==> src/rtl/mips_pkg.sv <==
// mips_pkg: definitions shared by the control decoder and the fetch stage.
//   - PCSrc encodings driven by the decoder (3 bits)
//   - fetch FSM states
//   - sign-extended, word-scaled branch offset helper
package mips_pkg;

  typedef enum logic [2:0] {
    PC_SEQ = 3'b000,
    PC_JR  = 3'b001,
    PC_BEQ = 3'b010,
    PC_BNE = 3'b011,
    PC_J   = 3'b100
  } pcsrc_e;

  typedef enum logic [1:0] {
    S_FETCH = 2'd0,
    S_WAIT  = 2'd1,
    S_HOLD  = 2'd2,
    S_ERR   = 2'd3
  } fetch_state_e;

  // 16-bit branch immediate -> byte offset (sign-extended, shifted by 2)
  function automatic logic [31:0] branch_offset(input logic [15:0] imm);
    return {{14{imm[15]}}, imm, 2'b00};
  endfunction

endpackage

==> src/rtl/ifetch_unit_npc_calc.sv <==
// npc_calc: combinational next-PC selection for the fetch stage.
// Ports:
//   pc         in   32  address of the held instruction
//   inst_idx   in   26  low 26 bits of the held instruction (branch imm / jump index)
//   rs_data    in   32  jr target
//   pc_src     in   3   decoder PCSrc
//   next_pc    out  32  selected next PC (wraps modulo 2^32, not yet aligned)
//   misaligned out  1   next_pc[1:0] != 0
module npc_calc
  import mips_pkg::*;
(
  input  logic [31:0] pc,
  input  logic [25:0] inst_idx,
  input  logic [31:0] rs_data,
  input  logic [2:0]  pc_src,
  output logic [31:0] next_pc,
  output logic        misaligned
);

  logic [31:0] pc4;
  assign pc4 = pc + 32'd4;

  always_comb begin
    next_pc = pc4;
    case (pc_src)
      PC_JR:          next_pc = rs_data;
      PC_BEQ, PC_BNE: next_pc = pc4 + branch_offset(inst_idx[15:0]);
      PC_J:           next_pc = {pc4[31:28], inst_idx, 2'b00};
      default:        next_pc = pc4;  // seq and unused encodings
    endcase
  end

  // Only the jr path can produce a non-word target.
  assign misaligned = (next_pc[1:0] != 2'b00);

endmodule

==> src/rtl/ifetch_unit.sv <==
// ifetch_unit: instruction-fetch stage. Holds the PC, fetches one word at a
// time over a req/ready + rvalid handshake, presents the held instruction to
// the decoder and advances the PC on commit using the decoder's PCSrc.
// Optional feature macro: IFETCH_ALIGN_CHECK_EN
//   defined   : misaligned target on commit -> PC kept, sticky fetch_err, S_ERR
//   undefined : target forced to word alignment, fetch_err tied 0
// Ports:
//   clk, rst_n (async active-low)
//   pc_src[2:0], rs_data[31:0], commit      from decoder / register file
//   imem_req, imem_addr[31:0]               fetch request
//   imem_ready, imem_rvalid, imem_rdata     memory handshake
//   inst[31:0], inst_valid, pc, pc_plus4    to decoder
//   fetch_err                               sticky misalignment flag
module ifetch_unit
  import mips_pkg::*;
#(
  parameter logic [31:0] RESET_PC = 32'h0000_3000,
  parameter logic [31:0] INST_NOP = 32'h0000_0000
) (
  input  logic        clk,
  input  logic        rst_n,
  input  logic [2:0]  pc_src,
  input  logic [31:0] rs_data,
  input  logic        commit,
  output logic        imem_req,
  output logic [31:0] imem_addr,
  input  logic        imem_ready,
  input  logic        imem_rvalid,
  input  logic [31:0] imem_rdata,
  output logic [31:0] inst,
  output logic        inst_valid,
  output logic [31:0] pc,
  output logic [31:0] pc_plus4,
  output logic        fetch_err
);

  fetch_state_e state_reg, state_next;
  logic [31:0]  pc_reg, pc_next;
  logic [31:0]  inst_reg, inst_next;
  logic [31:0]  npc;
  logic         misaligned;

  npc_calc u_npc_calc (
    .pc         (pc_reg),
    .inst_idx   (inst_reg[25:0]),
    .rs_data    (rs_data),
    .pc_src     (pc_src),
    .next_pc    (npc),
    .misaligned (misaligned)
  );

`ifdef IFETCH_ALIGN_CHECK_EN
  logic err_reg, err_next;
`else
  logic unused_npc;
  assign unused_npc = ^{misaligned, npc[1:0]};
`endif

  always_ff @(posedge clk or negedge rst_n) begin
    if (!rst_n) begin
      state_reg <= S_FETCH;
      pc_reg    <= RESET_PC;
      inst_reg  <= INST_NOP;
`ifdef IFETCH_ALIGN_CHECK_EN
      err_reg   <= 1'b0;
`endif
    end else begin
      state_reg <= state_next;
      pc_reg    <= pc_next;
      inst_reg  <= inst_next;
`ifdef IFETCH_ALIGN_CHECK_EN
      err_reg   <= err_next;
`endif
    end
  end

  always_comb begin
    state_next = state_reg;
    pc_next    = pc_reg;
    inst_next  = inst_reg;
`ifdef IFETCH_ALIGN_CHECK_EN
    err_next   = err_reg;
`endif
    case (state_reg)
      S_FETCH: begin
        if (imem_ready) state_next = S_WAIT;
      end
      S_WAIT: begin
        // rvalid is only meaningful here; stale beats elsewhere are dropped.
        if (imem_rvalid) begin
          inst_next  = imem_rdata;
          state_next = S_HOLD;
        end
      end
      S_HOLD: begin
        if (commit) begin
          inst_next  = INST_NOP;
`ifdef IFETCH_ALIGN_CHECK_EN
          if (misaligned) begin
            err_next   = 1'b1;
            state_next = S_ERR;
          end else begin
            pc_next    = npc;
            state_next = S_FETCH;
          end
`else
          pc_next    = {npc[31:2], 2'b00};
          state_next = S_FETCH;
`endif
        end
      end
      S_ERR: begin
        state_next = S_ERR;  // left only through reset
      end
      default: state_next = S_FETCH;
    endcase
  end

  // Request is suppressed combinationally while reset is asserted.
  assign imem_req   = rst_n && (state_reg == S_FETCH);
  assign imem_addr  = pc_reg;
  assign inst       = inst_reg;
  assign inst_valid = (state_reg == S_HOLD);
  assign pc         = pc_reg;
  assign pc_plus4   = pc_reg + 32'd4;
`ifdef IFETCH_ALIGN_CHECK_EN
  assign fetch_err  = err_reg;
`else
  assign fetch_err  = 1'b0;
`endif

endmodule

==> config.mk <==
export PLATFORM = sky130hd
export DESIGN_NAME = ifetch_unit
export DESIGN_NICKNAME = d
export VERILOG_FILES = /design/src/rtl/mips_pkg.sv /design/src/rtl/ifetch_unit_npc_calc.sv /design/src/rtl/ifetch_unit.sv
export SDC_FILE = /design/constraint.sdc
export NUM_CORES = 1
export LEC_CHECK = 0
export CORE_MARGIN = 3
export CORE_UTILIZATION = 40
export DETAILED_ROUTE_END_ITERATION = 12
export GPL_TIMING_DRIVEN = 0
export MAX_ROUTING_LAYER = met4
export PLACE_DENSITY_LB_ADDON = 0.15
export SLEW_MARGIN = 15
export SYNTH_ARGS = -nofsm -noshare
export SYNTH_HDL_FRONTEND = slang
export SYNTH_SLANG_ARGS = --single-unit
==> constraint.sdc <==
create_clock -name clk -period 9.4 [get_ports clk]
set_input_delay 2.82 -clock clk [delete_from_list [all_inputs] [get_ports clk]]
set_output_delay 2.82 -clock clk [all_outputs]
set_load 0.01 [all_outputs]
==> impl_results.md, run 1 <==
- Final Hold Violating Endpoints: 0
- First-pass GRT wire length: 35.1 mm
- Part of the power in combinational logic: 0.700
- CTS clk-pin slew, worst paths: 0.06 ns
- Post-synth EDFFs: 0
- Crit path kind: in -> out
- Starting Density: 0.412
- Rel. slew slack: 0.352
- Fill count: 1443
- Crit path max-delay family: buffers and inverters
- CP startpoint kind: input pin
- Period utilisation layout: 0.747
- Worst-path cell chain: buf_4 > buf_12 > and2_1 > clkdlybuf4s50_1
- Sum Neg Setup Slack: 0 ns
- CTS Buffer Depth: 2
- Final setup fails: 0
- Sequential cell area fraction in the yosys report: 0.267
- Hold_sp: inst[27]
- Outcome: completed
- CP bufs+invs: 3
- Hold EP: inst[27]
- Congestion Overflow GR: 0
- Synth Flop Type: dfrtp_1
- Setup Buffers After CTS: 0
- Unique masters post-synth: 65
- Antenna-violating nets left: 0
- Port bufs: 192
- Max reg flops: 32
- Fin crit period: 7.02 ns
- Warnings, synthesis: 0
- Vias after detailed routing: 6787
- Clock sinks: 64
- Average routed wire per standard cell: 19.2 um
- Yosys reg bits: 64
- Gp weighted congestion: 0.944
- Final wirelength: 22.8 mm
- Clock power frac: 0.106
- Ant diodes: 0
- Vias in the first global route: 6412
- DRC viols: 0
- Layout cell share with drive strength beyond 1: 0.0686
- Fin nets: 1112
- Die outline height: 129 um
- Sequential cell area: 1600 um2
- Hold_buf cts: 0
- Worst EP arrival: 4.20 ns
- Post-synth ARST share: 1.00
- Flop pwr share: 0.194
- Cells after synthesis: 791
- Area occupied by multi-input gates: 3900 um2
- CTS root buffer: clkbuf_16
- Top Ports: 203
- RSZ-0062 raised after global routing: false
- Core area: 14600 um2
- Worst-margin pin slew: 0.965 ns
- Initial antenna violation count: 0
- Row cnt: 44
- Mapped cell area: 6010 um2
- Largest net degree at the start of global routing: 35
- Max-slew violations: 0
- Hold Crit Depth: 2
- Required @ worst endpoint: 6.58 ns
- Fmax: 142 MHz
- Clk_lat worst skew: 0.34 ns
- R2R depth: 16
- Crit-path max FO: 34
- Lkg Pwr: 3.66 nW
- H-Tree Depth: 3
- Slowest stage delay, CP: 0.53 ns
- Drt first pass iters: 5
- R2r setup slk: 4.21 ns
- Sw Ratio: 0.477
- Finished Layout Cells: 1190
- Slowest cell on crit path: clkdlybuf4s50_1
- First DRT Iteration DRCs: 553
- Syn avg cell area: 7.60 um2
- Mean number of vias per cell: 5.70
- HP Class: reg -> reg
- Number of gates resized after CTS: 0
- Pwr Total: 3.30 mW
- Switching power: 1.58 mW
- Num CTS Buffers: 9
- Die width: 129 um
- Clock Skew: 0.00870 ns
- Maxcap violations: 0
- VDD IR max: 0.204 mV
- Detailed placement HPWL: 17.7 mm
- PwrDens: 388 nW/um2
- RR Startpoint: imem_addr[2]
- Die area: 16500 um2
- Area grow syn2layout: 41.6%
- Placed insts: 1174
- Worst setup EP type: primary output
- Cell Int Power: 1.73 mW
- Reg-to-reg endpoint: imem_addr[25]
- TritonCTS clock tree: done
- All-Layer GR Usage: 0.279
[stage by stage]
step / instance area [um2] / worst slack [ns] / utilization / hold slack [ns]
after global routing: 8510 / 2.25 / 0.583 / 0.494
after floorplan: 6030 / 3.60 / - / 0.502
after CTS: 8510 / 2.33 / 0.583 / 0.470
after global placement: 8180 / 0.0570 / 0.561 / 0.450
after detailed placement: 8200 / 2.34 / 0.562 / 0.457
final: 8510 / 2.38 / 0.583 / 0.464
[power by group through the flow]
stage,clock (mW),sequential (mW),combinational [mW]
finish,0.351,0.641,2.31
floorplan,0,0.629,1.35
detailed placement,0,0.642,2.29
CTS,0.354,0.639,2.30
global placement,0,0.641,2.28
global route,0.365,0.667,2.53
[final cells by class]
| type | instances | share of cell area |
|---|---|---|
| flip-flops and latches | 64 | 0.189 |
| plain buffers | 77 | 0.0507 |
| well taps | 184 | 0.0271 |
| multi-input cells | 630 | 0.458 |
| inverters | 26 | 0.0115 |
| clock inverters | 7 | 0.00941 |
| repair buffers | 193 | 0.228 |
| clock buffers | 9 | 0.0265 |
[how the worst max path moves through the flow]
stage,from,end,slack (ns),cells after the start
3_5_place_dp,rst_n,imem_req,2.34,4
4_1_cts,rst_n,imem_req,2.33,4
2_1_floorplan,rst_n,imem_req,3.60,1
5_1_grt,rst_n,imem_req,2.25,4
3_3_place_gp,rst_n,imem_req,0.06,3
6_report,rst_n,imem_req,2.38,4
[synthesized netlist by cell type (13+ instances only)]
cell	n	share of area
xnor2_1	33	0.048
o22ai_1	16	0.017
buf_4	38	0.047
clkbuf_1	37	0.023
nor2_1	52	0.032
nand2_1	132	0.082
nand3_1	52	0.043
a21oi_1	54	0.045
xor2_1	18	0.026
inv_1	24	0.015
ha_1	38	0.079
o21ai_0	59	0.049
dfrtp_1	62	0.26
a21o_1	13	0.016
[layer usage]
| layer | track usage | vias up | wire length (um) |
|---|---|---|---|
| met5 | - | - | 0 |
| met4 | 0.0877 | 0 | 635 |
| met3 | 0.0432 | 49 | 1670 |
| met2 | 0.426 | 309 | 10400 |
| met1 | 0.383 | 3199 | 10100 |
| li1 | - | 3230 | - |
[cell usage in the layout (no fill, tap or decap), types with 6 or more instances in the layout]
cell type and count:
nand4_1 10, a21o_1 13, a32oi_1 6, a211oi_1 9, conb_1 7, o211ai_1 6
buf_4 39, o21ai_0 59, o221ai_1 6, o22ai_1 16, xnor2_1 33, clkdlybuf4s50_1 191
and3_1 10, nand3_1 52, a31oi_1 10, clkbuf_16 9, nor3_1 9, nand2_1 132
xor2_1 18, o2bb2ai_1 6, dfrtp_1 62, o21a_1 6, a21oi_1 54, clkbuf_1 37
ha_1 38, inv_1 24, nor2_1 52
[worst min-delay path: stages, from the launching register on]
cell,delay [ns]
dfrtp_1,0.34
nand2_1,0.05
nand2_1,0.05
[logic make-up (layout without fill, tap and decap cells)]
group | after synthesis | in the layout | share of synthesized area
muxes | 6 | 6 | 0.0102
AOI/OAI and AO/OA | 229 | 229 | 0.244
DFF | 64 | 64 | 0.267
adders and majority gates | 39 | 39 | 0.0824
other | 1 | 7 | 0.000624
buffers and inverters | 103 | 312 | 0.0881
and+or+nand+nor | 297 | 297 | 0.229
xor gates and xnor gates | 52 | 52 | 0.0789
Note: power is estimated with default switching activity, not from simulation.
==> inputs of run 2 (changes only) <==
Clock period 9.4 ns to 6.36 ns, I/O delays scaled along.
==> results of run 2 <==
Same layout as run 1 (identical final DEF). Status: completed.
Among the figures that moved: setup slack after placement 2.34 ns -> 1.12 ns; setup slack after layout 2.38 ns -> 0.667 ns; start point of the critical path rst_n -> imem_addr[2]; end point of the critical path imem_req -> pc_plus4[26]; register-to-register setup slack 4.21 ns -> 1.17 ns; total power 3.30 mW -> 4.88 mW; worst IR drop on VDD 0.204 mV -> 0.302 mV
